--- config.mk ---
export PLATFORM = sky130hd
export DESIGN_NAME = ysyx_24110006_alu_exec
export DESIGN_NICKNAME = d
export VERILOG_FILES = /design/src/rtl/ysyx_24110006_alu_pkg.sv /design/src/rtl/ysyx_24110006_alu_shifter.sv /design/src/rtl/ysyx_24110006_alu_exec.sv
export SDC_FILE = /design/constraint.sdc
export NUM_CORES = 1
export LEC_CHECK = 0
export ABC_AREA = 0
export BUFFER_PORTS_ARGS = -buffer_cell sky130_fd_sc_hd__buf_2
export CORE_AREA = 2 2 154 156
export CTS_CLUSTER_DIAMETER = 150
export CTS_CLUSTER_SIZE = 14
export DETAILED_ROUTE_END_ITERATION = 8
export DIE_AREA = 0 0 156 158
export PLACE_DENSITY = 0.54
export SYNTH_ARGS = -nofsm -noshare
export SYNTH_HDL_FRONTEND = slang
export SYNTH_SLANG_ARGS = --single-unit
--- constraint.sdc ---
create_clock -name clock -period 3.1 [get_ports clock]
set_clock_uncertainty 0.15 [all_clocks]
set_input_delay 0.93 -clock clock [delete_from_list [all_inputs] [get_ports clock]]
set_output_delay 0.93 -clock clock [all_outputs]
set_load 0.005 [all_outputs]
--- src/rtl/ysyx_24110006_alu_pkg.sv ---
// ---------------------------------------------------------------------------
// ysyx_24110006_alu_pkg
// Shared constants for the execute-side ALU:
//   - func3 encodings for the register/immediate ALU ops and for branches
//   - FSM state encoding of the output stage
//   - helper that tells whether an op type selects the shifter
// Optional feature macro used by the files importing this package:
//   YSYX_24110006_ALU_SERIAL_SHIFT_EN (iterative 1-bit/cycle shifter)
// ---------------------------------------------------------------------------
package ysyx_24110006_alu_pkg;

   // Non-branch ops, selected by func3 when op type bit 3 is clear
   localparam logic [2:0] ALU_ADD  = 3'b000;
   localparam logic [2:0] ALU_SLL  = 3'b001;
   localparam logic [2:0] ALU_SLT  = 3'b010;
   localparam logic [2:0] ALU_SLTU = 3'b011;
   localparam logic [2:0] ALU_XOR  = 3'b100;
   localparam logic [2:0] ALU_SR   = 3'b101;
   localparam logic [2:0] ALU_OR   = 3'b110;
   localparam logic [2:0] ALU_AND  = 3'b111;

   // Branch conditions, selected by func3 when op type bit 3 is set
   localparam logic [2:0] BR_BEQ  = 3'b000;
   localparam logic [2:0] BR_BNE  = 3'b001;
   localparam logic [2:0] BR_BLT  = 3'b100;
   localparam logic [2:0] BR_BGE  = 3'b101;
   localparam logic [2:0] BR_BLTU = 3'b110;
   localparam logic [2:0] BR_BGEU = 3'b111;

   // IDLE: output register empty; SHIFT: serial shift running; FULL: result valid
   typedef enum logic [1:0] {
      ST_IDLE  = 2'd0,
      ST_SHIFT = 2'd1,
      ST_FULL  = 2'd2
   } state_t;

   // True for SLL / SRL / SRA (non-branch op types routed through the shifter)
   function automatic logic isShiftOp(input logic [3:0] t);
      return !t[3] && ((t[2:0] == ALU_SLL) || (t[2:0] == ALU_SR));
   endfunction

endpackage

--- src/rtl/ysyx_24110006_alu_shifter.sv ---
// ---------------------------------------------------------------------------
// ysyx_24110006_alu_shifter
// 32-bit shifter for SLL / SRL / SRA.
//   Macro YSYX_24110006_ALU_SERIAL_SHIFT_EN defined: iterative shifter, one bit
//   per cycle, 5-bit down counter. i_start loads the operand (only issued with
//   a non-zero shift amount); o_done rises in the cycle whose next edge
//   produces the final value, and o_result then carries that final value.
//   When idle, o_result passes i_a through (shift amount of zero).
//   Macro undefined: combinational barrel shifter, o_done is always 1.
// Ports:
//   clock, reset      clock and asynchronous active-high reset
//   i_start           begin a serial shift (ignored by the barrel version)
//   i_a               value to shift
//   i_shamt           shift amount
//   i_left            1 = left shift, 0 = right shift
//   i_arith           right shifts replicate the sign bit
//   o_result          shifted value
//   o_done            shift result available on o_result
// ---------------------------------------------------------------------------
module ysyx_24110006_alu_shifter
   import ysyx_24110006_alu_pkg::*;
(
   input  logic        clock,
   input  logic        reset,
   input  logic        i_start,
   input  logic [31:0] i_a,
   input  logic [4:0]  i_shamt,
   input  logic        i_left,
   input  logic        i_arith,
   output logic [31:0] o_result,
   output logic        o_done
);

`ifdef YSYX_24110006_ALU_SERIAL_SHIFT_EN

   logic        r_busy;
   logic [4:0]  r_cnt;
   logic [31:0] r_data;
   logic        r_left;
   logic        r_arith;
   logic [31:0] w_step;

   // One-bit step applied to the working value each busy cycle
   always_comb begin
      if (r_left) begin
         w_step = {r_data[30:0], 1'b0};
      end else begin
         w_step = {r_arith & r_data[31], r_data[31:1]};
      end
   end

   // Load on start, then shift and count down until the counter expires
   always_ff @(posedge clock or posedge reset) begin
      if (reset) begin
         r_busy  <= 1'b0;
         r_cnt   <= 5'd0;
         r_data  <= 32'd0;
         r_left  <= 1'b0;
         r_arith <= 1'b0;
      end else if (i_start && !r_busy) begin
         r_busy  <= (i_shamt != 5'd0);
         r_cnt   <= i_shamt;
         r_data  <= i_a;
         r_left  <= i_left;
         r_arith <= i_arith;
      end else if (r_busy) begin
         r_data <= w_step;
         r_cnt  <= r_cnt - 5'd1;
         if (r_cnt == 5'd1) begin
            r_busy <= 1'b0;
         end
      end
   end

   assign o_result = r_busy ? w_step : i_a;
   assign o_done   = r_busy ? (r_cnt == 5'd1) : 1'b1;

`else

   logic w_unused;

   // Single-cycle barrel shifter; clock, reset and start are not needed
   always_comb begin
      if (i_left) begin
         o_result = i_a << i_shamt;
      end else if (i_arith) begin
         o_result = $unsigned($signed(i_a) >>> i_shamt);
      end else begin
         o_result = i_a >> i_shamt;
      end
   end

   assign o_done   = 1'b1;
   assign w_unused = &{1'b0, clock, reset, i_start};

`endif

endmodule

--- src/rtl/ysyx_24110006_alu_exec.sv ---
// ---------------------------------------------------------------------------
// ysyx_24110006_alu_exec
// Execute-stage ALU: consumes the pre-muxed operand bundle from decode,
// computes the integer result and branch decision, and holds them in an
// output register until the writeback/branch unit takes them.
// Macro YSYX_24110006_ALU_SERIAL_SHIFT_EN selects the iterative shifter
// (variable shift latency); default build uses a barrel shifter (latency 1).
// Ports:
//   clock, reset          clock and asynchronous active-high reset
//   i_valid / o_ready     input handshake for the operand bundle
//   i_alu_a, i_alu_b      operands (b already inverted for subtract-class ops)
//   i_alu_sub             adder carry-in
//   i_alu_sign            signed compare select
//   i_alu_t               {is_branch, func3}
//   i_alu_sra             arithmetic right shift
//   o_valid / i_ready     output handshake for the result
//   o_result              ALU result, or {31'b0, taken} for branches
//   o_taken               branch condition (0 for non-branch ops)
// ---------------------------------------------------------------------------
module ysyx_24110006_alu_exec
   import ysyx_24110006_alu_pkg::*;
(
   input  logic        clock,
   input  logic        reset,
   input  logic        i_valid,
   output logic        o_ready,
   input  logic [31:0] i_alu_a,
   input  logic [31:0] i_alu_b,
   input  logic        i_alu_sub,
   input  logic        i_alu_sign,
   input  logic [3:0]  i_alu_t,
   input  logic        i_alu_sra,
   output logic        o_valid,
   input  logic        i_ready,
   output logic [31:0] o_result,
   output logic        o_taken
);

   state_t      r_state;
   logic [31:0] r_result;
   logic        r_taken;

   logic [32:0] w_sum;
   logic        w_bSign;
   logic        w_ltu;
   logic        w_lt;
   logic        w_less;
   logic        w_eq;
   logic        w_accept;
   logic        w_goShift;
   logic        w_shStart;
   logic [31:0] w_shResult;
   logic        w_shDone;
   logic [31:0] w_aluResult;
   logic        w_taken;

   // Shared adder; compares reuse it with b pre-inverted and carry-in of 1.
   // The sign of the original b decides whether the signed compare can be
   // taken straight from a's sign bit (operands of opposite sign).
   assign w_sum   = {1'b0, i_alu_a} + {1'b0, i_alu_b} + {32'd0, i_alu_sub};
   assign w_bSign = i_alu_sub ? ~i_alu_b[31] : i_alu_b[31];
   assign w_ltu   = ~w_sum[32];
   assign w_lt    = (i_alu_a[31] != w_bSign) ? i_alu_a[31] : w_sum[31];
   assign w_less  = i_alu_sign ? w_lt : w_ltu;
   assign w_eq    = (w_sum[31:0] == 32'd0);

   assign w_accept  = i_valid && o_ready;
   assign w_shStart = w_accept && w_goShift;

`ifdef YSYX_24110006_ALU_SERIAL_SHIFT_EN
   assign w_goShift = isShiftOp(i_alu_t) && (i_alu_b[4:0] != 5'd0);
`else
   assign w_goShift = 1'b0;
`endif

   ysyx_24110006_alu_shifter u_shifter (
      .clock    (clock),
      .reset    (reset),
      .i_start  (w_shStart),
      .i_a      (i_alu_a),
      .i_shamt  (i_alu_b[4:0]),
      .i_left   (i_alu_t[2:0] == ALU_SLL),
      .i_arith  (i_alu_sra),
      .o_result (w_shResult),
      .o_done   (w_shDone)
   );

   // Result and branch-decision selection for single-cycle completion
   always_comb begin
      w_taken     = 1'b0;
      w_aluResult = 32'd0;
      if (i_alu_t[3]) begin
         case (i_alu_t[2:0])
            BR_BEQ:           w_taken = w_eq;
            BR_BNE:           w_taken = ~w_eq;
            BR_BLT, BR_BLTU:  w_taken = w_less;
            BR_BGE, BR_BGEU:  w_taken = ~w_less;
            default:          w_taken = 1'b0;
         endcase
         w_aluResult = {31'd0, w_taken};
      end else begin
         case (i_alu_t[2:0])
            ALU_ADD:           w_aluResult = w_sum[31:0];
            ALU_SLL, ALU_SR:   w_aluResult = w_shResult;
            ALU_SLT, ALU_SLTU: w_aluResult = {31'd0, w_less};
            ALU_XOR:           w_aluResult = i_alu_a ^ i_alu_b;
            ALU_OR:            w_aluResult = i_alu_a | i_alu_b;
            default:           w_aluResult = i_alu_a & i_alu_b;
         endcase
      end
   end

   // Output-stage FSM. An accept always wins: it either fills the output
   // register directly (replacing a result consumed on the same edge) or
   // starts a serial shift. Without an accept, a consumed result empties the
   // register and a finishing serial shift fills it.
   always_ff @(posedge clock or posedge reset) begin
      if (reset) begin
         r_state  <= ST_IDLE;
         r_result <= 32'd0;
         r_taken  <= 1'b0;
      end else if (w_accept) begin
         if (w_goShift) begin
            r_state <= ST_SHIFT;
         end else begin
            r_state  <= ST_FULL;
            r_result <= w_aluResult;
            r_taken  <= w_taken;
         end
      end else begin
         case (r_state)
            ST_FULL: begin
               if (i_ready) begin
                  r_state <= ST_IDLE;
               end
            end
            ST_SHIFT: begin
               if (w_shDone) begin
                  r_state  <= ST_FULL;
                  r_result <= w_shResult;
                  r_taken  <= 1'b0;
               end
            end
            default: begin
            end
         endcase
      end
   end

   assign o_ready  = (r_state == ST_IDLE) || ((r_state == ST_FULL) && i_ready);
   assign o_valid  = (r_state == ST_FULL);
   assign o_result = r_result;
   assign o_taken  = r_taken;

endmodule

## After elaboration in Yosys (flattened, before gate mapping)

Index checks and enable logic that the tools add are counted.

- Flip-flop bits (word level): 35
- Latch bits: 0
- Bits in writable memories: 0
- ROM bits: 0
- Bits of input ports: 75
- Memories: 0

- $add $sub $neg: 2
- $mul: 0
- Divide/modulo/power cells: 0
- Order comparisons: 0
- Equal/unequal tests: 11
- Shift operators: 3
- Muxes and demuxes: 16
- Bitwise operators: 7
- Reduce and logical (&&, ||, !) cells: 13

Operator list:

| kind | number |
|---|---|
| 2-to-1 mux 32 bit | 5 |
| one-hot mux 32 bit (5 select lines) | 1 |
| adder 32 x 32 -> 33 bit | 1 |
| adder 33 x 1 -> 33 bit | 1 |
| bitwise AND 32 bit | 1 |
| logical NOT 32 bit | 1 |
| bitwise OR 32 bit | 1 |
| << shifter 32 x 5 -> 32 bit | 1 |
| >> shifter 32 x 5 -> 32 bit | 1 |
| >>> shifter 32 x 5 -> 32 bit | 1 |
| XOR 32 bit | 1 |
| == test 3 bit, second input constant | 4 |
| OR reduction 2 bit | 4 |
| == test 3 x 2 -> 1 bit, second input constant | 2 |
| 2-to-1 mux 1 bit | 6 |
| 2-to-1 mux 2 bit | 2 |
| inverter 1 bit | 4 |
| one-hot mux 1 bit (4 select lines) | 1 |
| one-hot mux 2 bit (2 select lines) | 1 |
| == test 3 x 1 -> 1 bit, second input constant | 1 |
| logical NOT 3 bit | 1 |
| inequality test 3 x 1 -> 1 bit, second input constant | 1 |
| nonzero test 3 bit | 1 |
| == test 2 x 1 -> 1 bit, second input constant | 1 |
| other kinds (7) | 8 |

## Depth between registers and ports, before layout

- Depth after elaboration: 9
- Gate-level depth with buffers: 16

## Hierarchy

A second synthesis with hierarchy kept.

- Cell total of the unflattened synthesis: 1,305
- Area total of the unflattened synthesis: 10,177.3 sq um

Modules (own cells, without submodules):

| module | times used | cells an instance | area each (sq um) | seq. area each (sq um) |
|---|---|---|---|---|
| ysyx_24110006_alu_exec | 1 | 739 | 5,386.4 | 850.8 |
| ysyx_24110006_alu_shifter | 1 | 566 | 4,790.8 | 0.0 |

## Worst setup path before layout

OpenSTA, ideal clock, no wires.

- Path type: input-to-reg
- Start point: input i_alu_b[2]
- End point: register r_result[0], in the netlist o_result[0]
- Setup time: 0.136 ns
- Data arrival time: 4.539 ns
- Data required time: 2.814 ns
- Slack: -1.724 ns
- Cell stages on the path: 16
- Buffers on the path: 4
- Cells stage by stage: clkbuf_1 inv_1 clkbuf_1 clkbuf_1 buf_1 ha_1 o211ai_2 o21ai_4 a41o_4 a2111oi_0 a311o_1 and4_1 nand4_1 nor4_1 mux2i_1 nand4_1

- Longest elaborated chain between the ends: 8
- Elaborated cells on any way between the ends: 18
- Classes of those cells: add/sub (2); shift (3); mux (9); bitwise (3); reduce/logical (1)

RTL lines:

| element | line | RTL |
|---|---|---|
| from (decl) | ysyx_24110006_alu_exec.sv:28 | `input logic [31:0] i_alu_b,` |
| parallel branches: the longest is 7 deep, another holds adder 32 x 32 -> 33 bit | n/a |  |
| 2-to-1 mux 32 bit (*) | ysyx_24110006_alu_exec.sv:122 | `end else if (w_accept) begin` |
| to (signal assigned) | ysyx_24110006_alu_exec.sv:127 | `r_result <= w_aluResult;` |
| to (signal assigned) | ysyx_24110006_alu_exec.sv:140 | `r_result <= w_shResult;` |
| to (decl) | ysyx_24110006_alu_exec.sv:40 | `logic [31:0] r_result;` |

Mark *: on every way between the ends. The select of a mux whose other input is x is not followed.
A chain may end at the register's enable or synchronous reset.

## Worst setup path in the final report

- Start point: input i_alu_a[0]
- End point: register r_result[0], in the netlist o_result[0]

- Longest elaborated chain between the ends: 8
- Elaborated cells on any way between the ends: 21
- Classes of those cells: add/sub (2); shift (3); mux (9); bitwise (6); reduce/logical (1)

RTL lines:

| element | line | RTL |
|---|---|---|
| from (decl) | ysyx_24110006_alu_exec.sv:27 | `input logic [31:0] i_alu_a,` |
| parallel branches: the longest is 7 deep, another holds adder 32 x 32 -> 33 bit | n/a |  |
| 2-to-1 mux 32 bit (*) | ysyx_24110006_alu_exec.sv:122 |  |

Marks and branches as above.

==> impl_metrics.env <==
export IMPL_syn_nets=1431
export IMPL_track_usage_pct=39.4
export IMPL_cts_sinks=34
export IMPL_async_flop_share_pct=100
export IMPL_worst_ep_arrival_time_ns=3.88
export IMPL_final_common_cell="buf_4"
export IMPL_status="finished, violations left"
export IMPL_firstDrtPassIters=7
export IMPL_worst_pin_slew_ns=0.714
export IMPL_num_rows=56
export IMPL_endpoint_kind="register"
export IMPL_dp_final_hpwl_mm=37.4
export IMPL_grt_pass1_wl_mm=72.6
export IMPL_startpoint_type="input port"
export IMPL_ys_ff_latch=34
export IMPL_setup_viol_count_final=32
export IMPL_relSlewSlack_pct=52.4
export IMPL_p_per_area_nw_per_um2=275
export IMPL_ir_drop_uv=201
export IMPL_criticalPathCategory="in -> reg"
export IMPL_antenna_left=0
export IMPL_syn_avg_cell_area_sq_um=7.07
export IMPL_coreArea_sq_um=23100
export IMPL_setup_slack_ns=-0.769
export IMPL_rsz0062_at_grt="true"
export IMPL_ys_types=78
export IMPL_cp_max_fo=3
export IMPL_die_y_um=158
export IMPL_post_synth_instance_area_sq_um=9110
export IMPL_post_drt_via_cell_ratio=6.22
export IMPL_post_drt_wl_per_cell_um=24.6
export IMPL_period_share_pct=125
export IMPL_die_w_um=156
export IMPL_setup_tns_ns=-10.10
export IMPL_synthFlopType="dfrtp_1"
export IMPL_overflow=0
export IMPL_gp_congestion=1.01
export IMPL_worstPathRequired_ns=3.11
export IMPL_start_util_pct=39.5
export IMPL_clock_fmax_mhz=258
export IMPL_cts_made_buffers=5
export IMPL_dr_first_iter_drc_count=1486
export IMPL_grt_max_degree=59
export IMPL_antenna_found_initial=1
export IMPL_drcViolationCount=0
export IMPL_drt_wl_total_mm=50.0
export IMPL_die_area_sq_um=24600
export IMPL_syn_inst=1289
export IMPL_io_buffers=109
export IMPL_clkTransAtPathRegs_ns=0.06
export IMPL_cts_tree="done"
export IMPL_cts_root_buffer_cell="clkbuf_16"
export IMPL_grt_pass1_vias=11812
export IMPL_synth_edf_count=0
export IMPL_p_total_mw=4.16
export IMPL_violations="setup timing"
export IMPL_fin_crit_ns=3.87
export IMPL_pre_cts_slack_ns=-1.21
export IMPL_reg2reg_slack_ns=1.39
export IMPL_cts_max_path_buffers=2
export IMPL_hold_path_class="reg -> reg"
export IMPL_hold_violations=0
export IMPL_htreeDepth=2
export IMPL_hold_buffers=0
export IMPL_ioPinCount=110
export IMPL_ys_warnings_count=0
export IMPL_power_leakage_nw=6.82
export IMPL_finalMaxSlewViolations=0
export IMPL_seq_area_frac_synth_pct=9.34
export IMPL_vias=12660
export IMPL_area_growth_pct=66.1
export IMPL_final_cell_mix="391 x buf_4, 135 x nor2_1, 117 x nand2_1"
export IMPL_drv_cap=0
export IMPL_nets=1884
export IMPL_drive_above_1_share_pct=50.3
export IMPL_clk_latency_ns=0.28
## cells by family (layout without fill, tap and decap cells)
family,after synthesis,in the layout,share of synthesized area (%)
AOI/OAI and AO/OA,468,468,32.7
and+or+nand+nor,399,399,19.6
buffers and inverters,187,641,8.03
muxes,107,107,18.4
adders and majority gates,67,67,9.36
DFF,34,34,9.34
xor gates and xnor gates,27,27,2.59
other,0,1,0
## report_power, final
group | leakage (nW) | internal, mW | switching (mW)
clock network | 0.0739 | 0.319 | 0.212
registers | 0.448 | 0.498 | 0.0293
logic | 6.30 | 1.48 | 1.62
## worst max-delay path: stages
cell and delay, ns:
buf_8 0.11, fa_2 0.41, buf_6 0.14, a211oi_4 0.21
buf_4 0.16, o21ai_4 0.06, a41o_4 0.23, buf_6 0.13
a2111oi_4 0.28, a311o_1 0.22, and4_1 0.22, nand4_1 0.12
nor4_2 0.31, mux2i_1 0.26, nand4_1 0.10
## per-layer routing
metal	part of all wire (%)	global-route usage, %	vias up
met3	8.9	6.54	150
met2	45	64.2	755
met5	0	0	-
li1	-	-	5686
met1	40	51.2	6069
met4	5.7	17.8	0
## synth_stat cells (24+ instances only)
cell type    n  area, sq um
a211oi_1    24          180
a21oi_1    148          741
clkbuf_1    80          300
dfrtp_1     34          851
ha_1        65          813
inv_1       71          267
mux2i_1     47          470
mux4_2      47         1060
nand2_1    124          465
nor2_1     156          586
nor3_1      27          135
o21ai_0    117          586
## flip-flops by register name, summed over array words and instances (netlist names)
signal / count
o_result: 32
o_taken: 1
r_state: 1
## cell type report
type | instances | area [sq um]
Clock buffer | 7 | 143
Clock inverter | 1 | 5.00
Sequential cell | 34 | 851
Multi-Input combinational cell | 1068 | 9010
Tap cell | 290 | 363
Fill cell | 1991 | 7920
Inverter | 74 | 290
Antenna cell | 1 | 2.50
Timing Repair Buffer | 559 | 4470
## final timing paths
path,from,end,cells after the start
max reg2reg,r_state[1]$_DFFE_PP0P_,o_result[0]$_DFFE_PP0P_,8
min in group asynchronous,reset,o_result[8]$_DFFE_PP0P_,3
min,o_result[28]$_DFFE_PP0P_,o_result[28]$_DFFE_PP0P_,2
max in group asynchronous,reset,o_result[0]$_DFFE_PP0P_,3
min reg2reg,o_result[28]$_DFFE_PP0P_,o_result[28]$_DFFE_PP0P_,2
max,i_alu_a[0],o_result[0]$_DFFE_PP0P_,15
## through the flow
stage                     util (%)  std cells  hold WS, ns  area, sq um
final                         65.7       2034        0.309        15100
after global routing          65.6       2033        0.351        15100
after CTS                     61.6       2001        0.324        14200
after detailed placement      54.6       1953        0.303        12600
after global placement        54.6       1953        0.298        12600
after floorplan                  -       1289        0.313         9320
## what timing repair did
action,4_1_cts,5_1_grt
pin swaps,90,103
endpoints found under the setup margin,33,33
cloned,7,1
setup buffers,39,37
gates resized for setup,252,162
(Power assumes the default switching activity.)
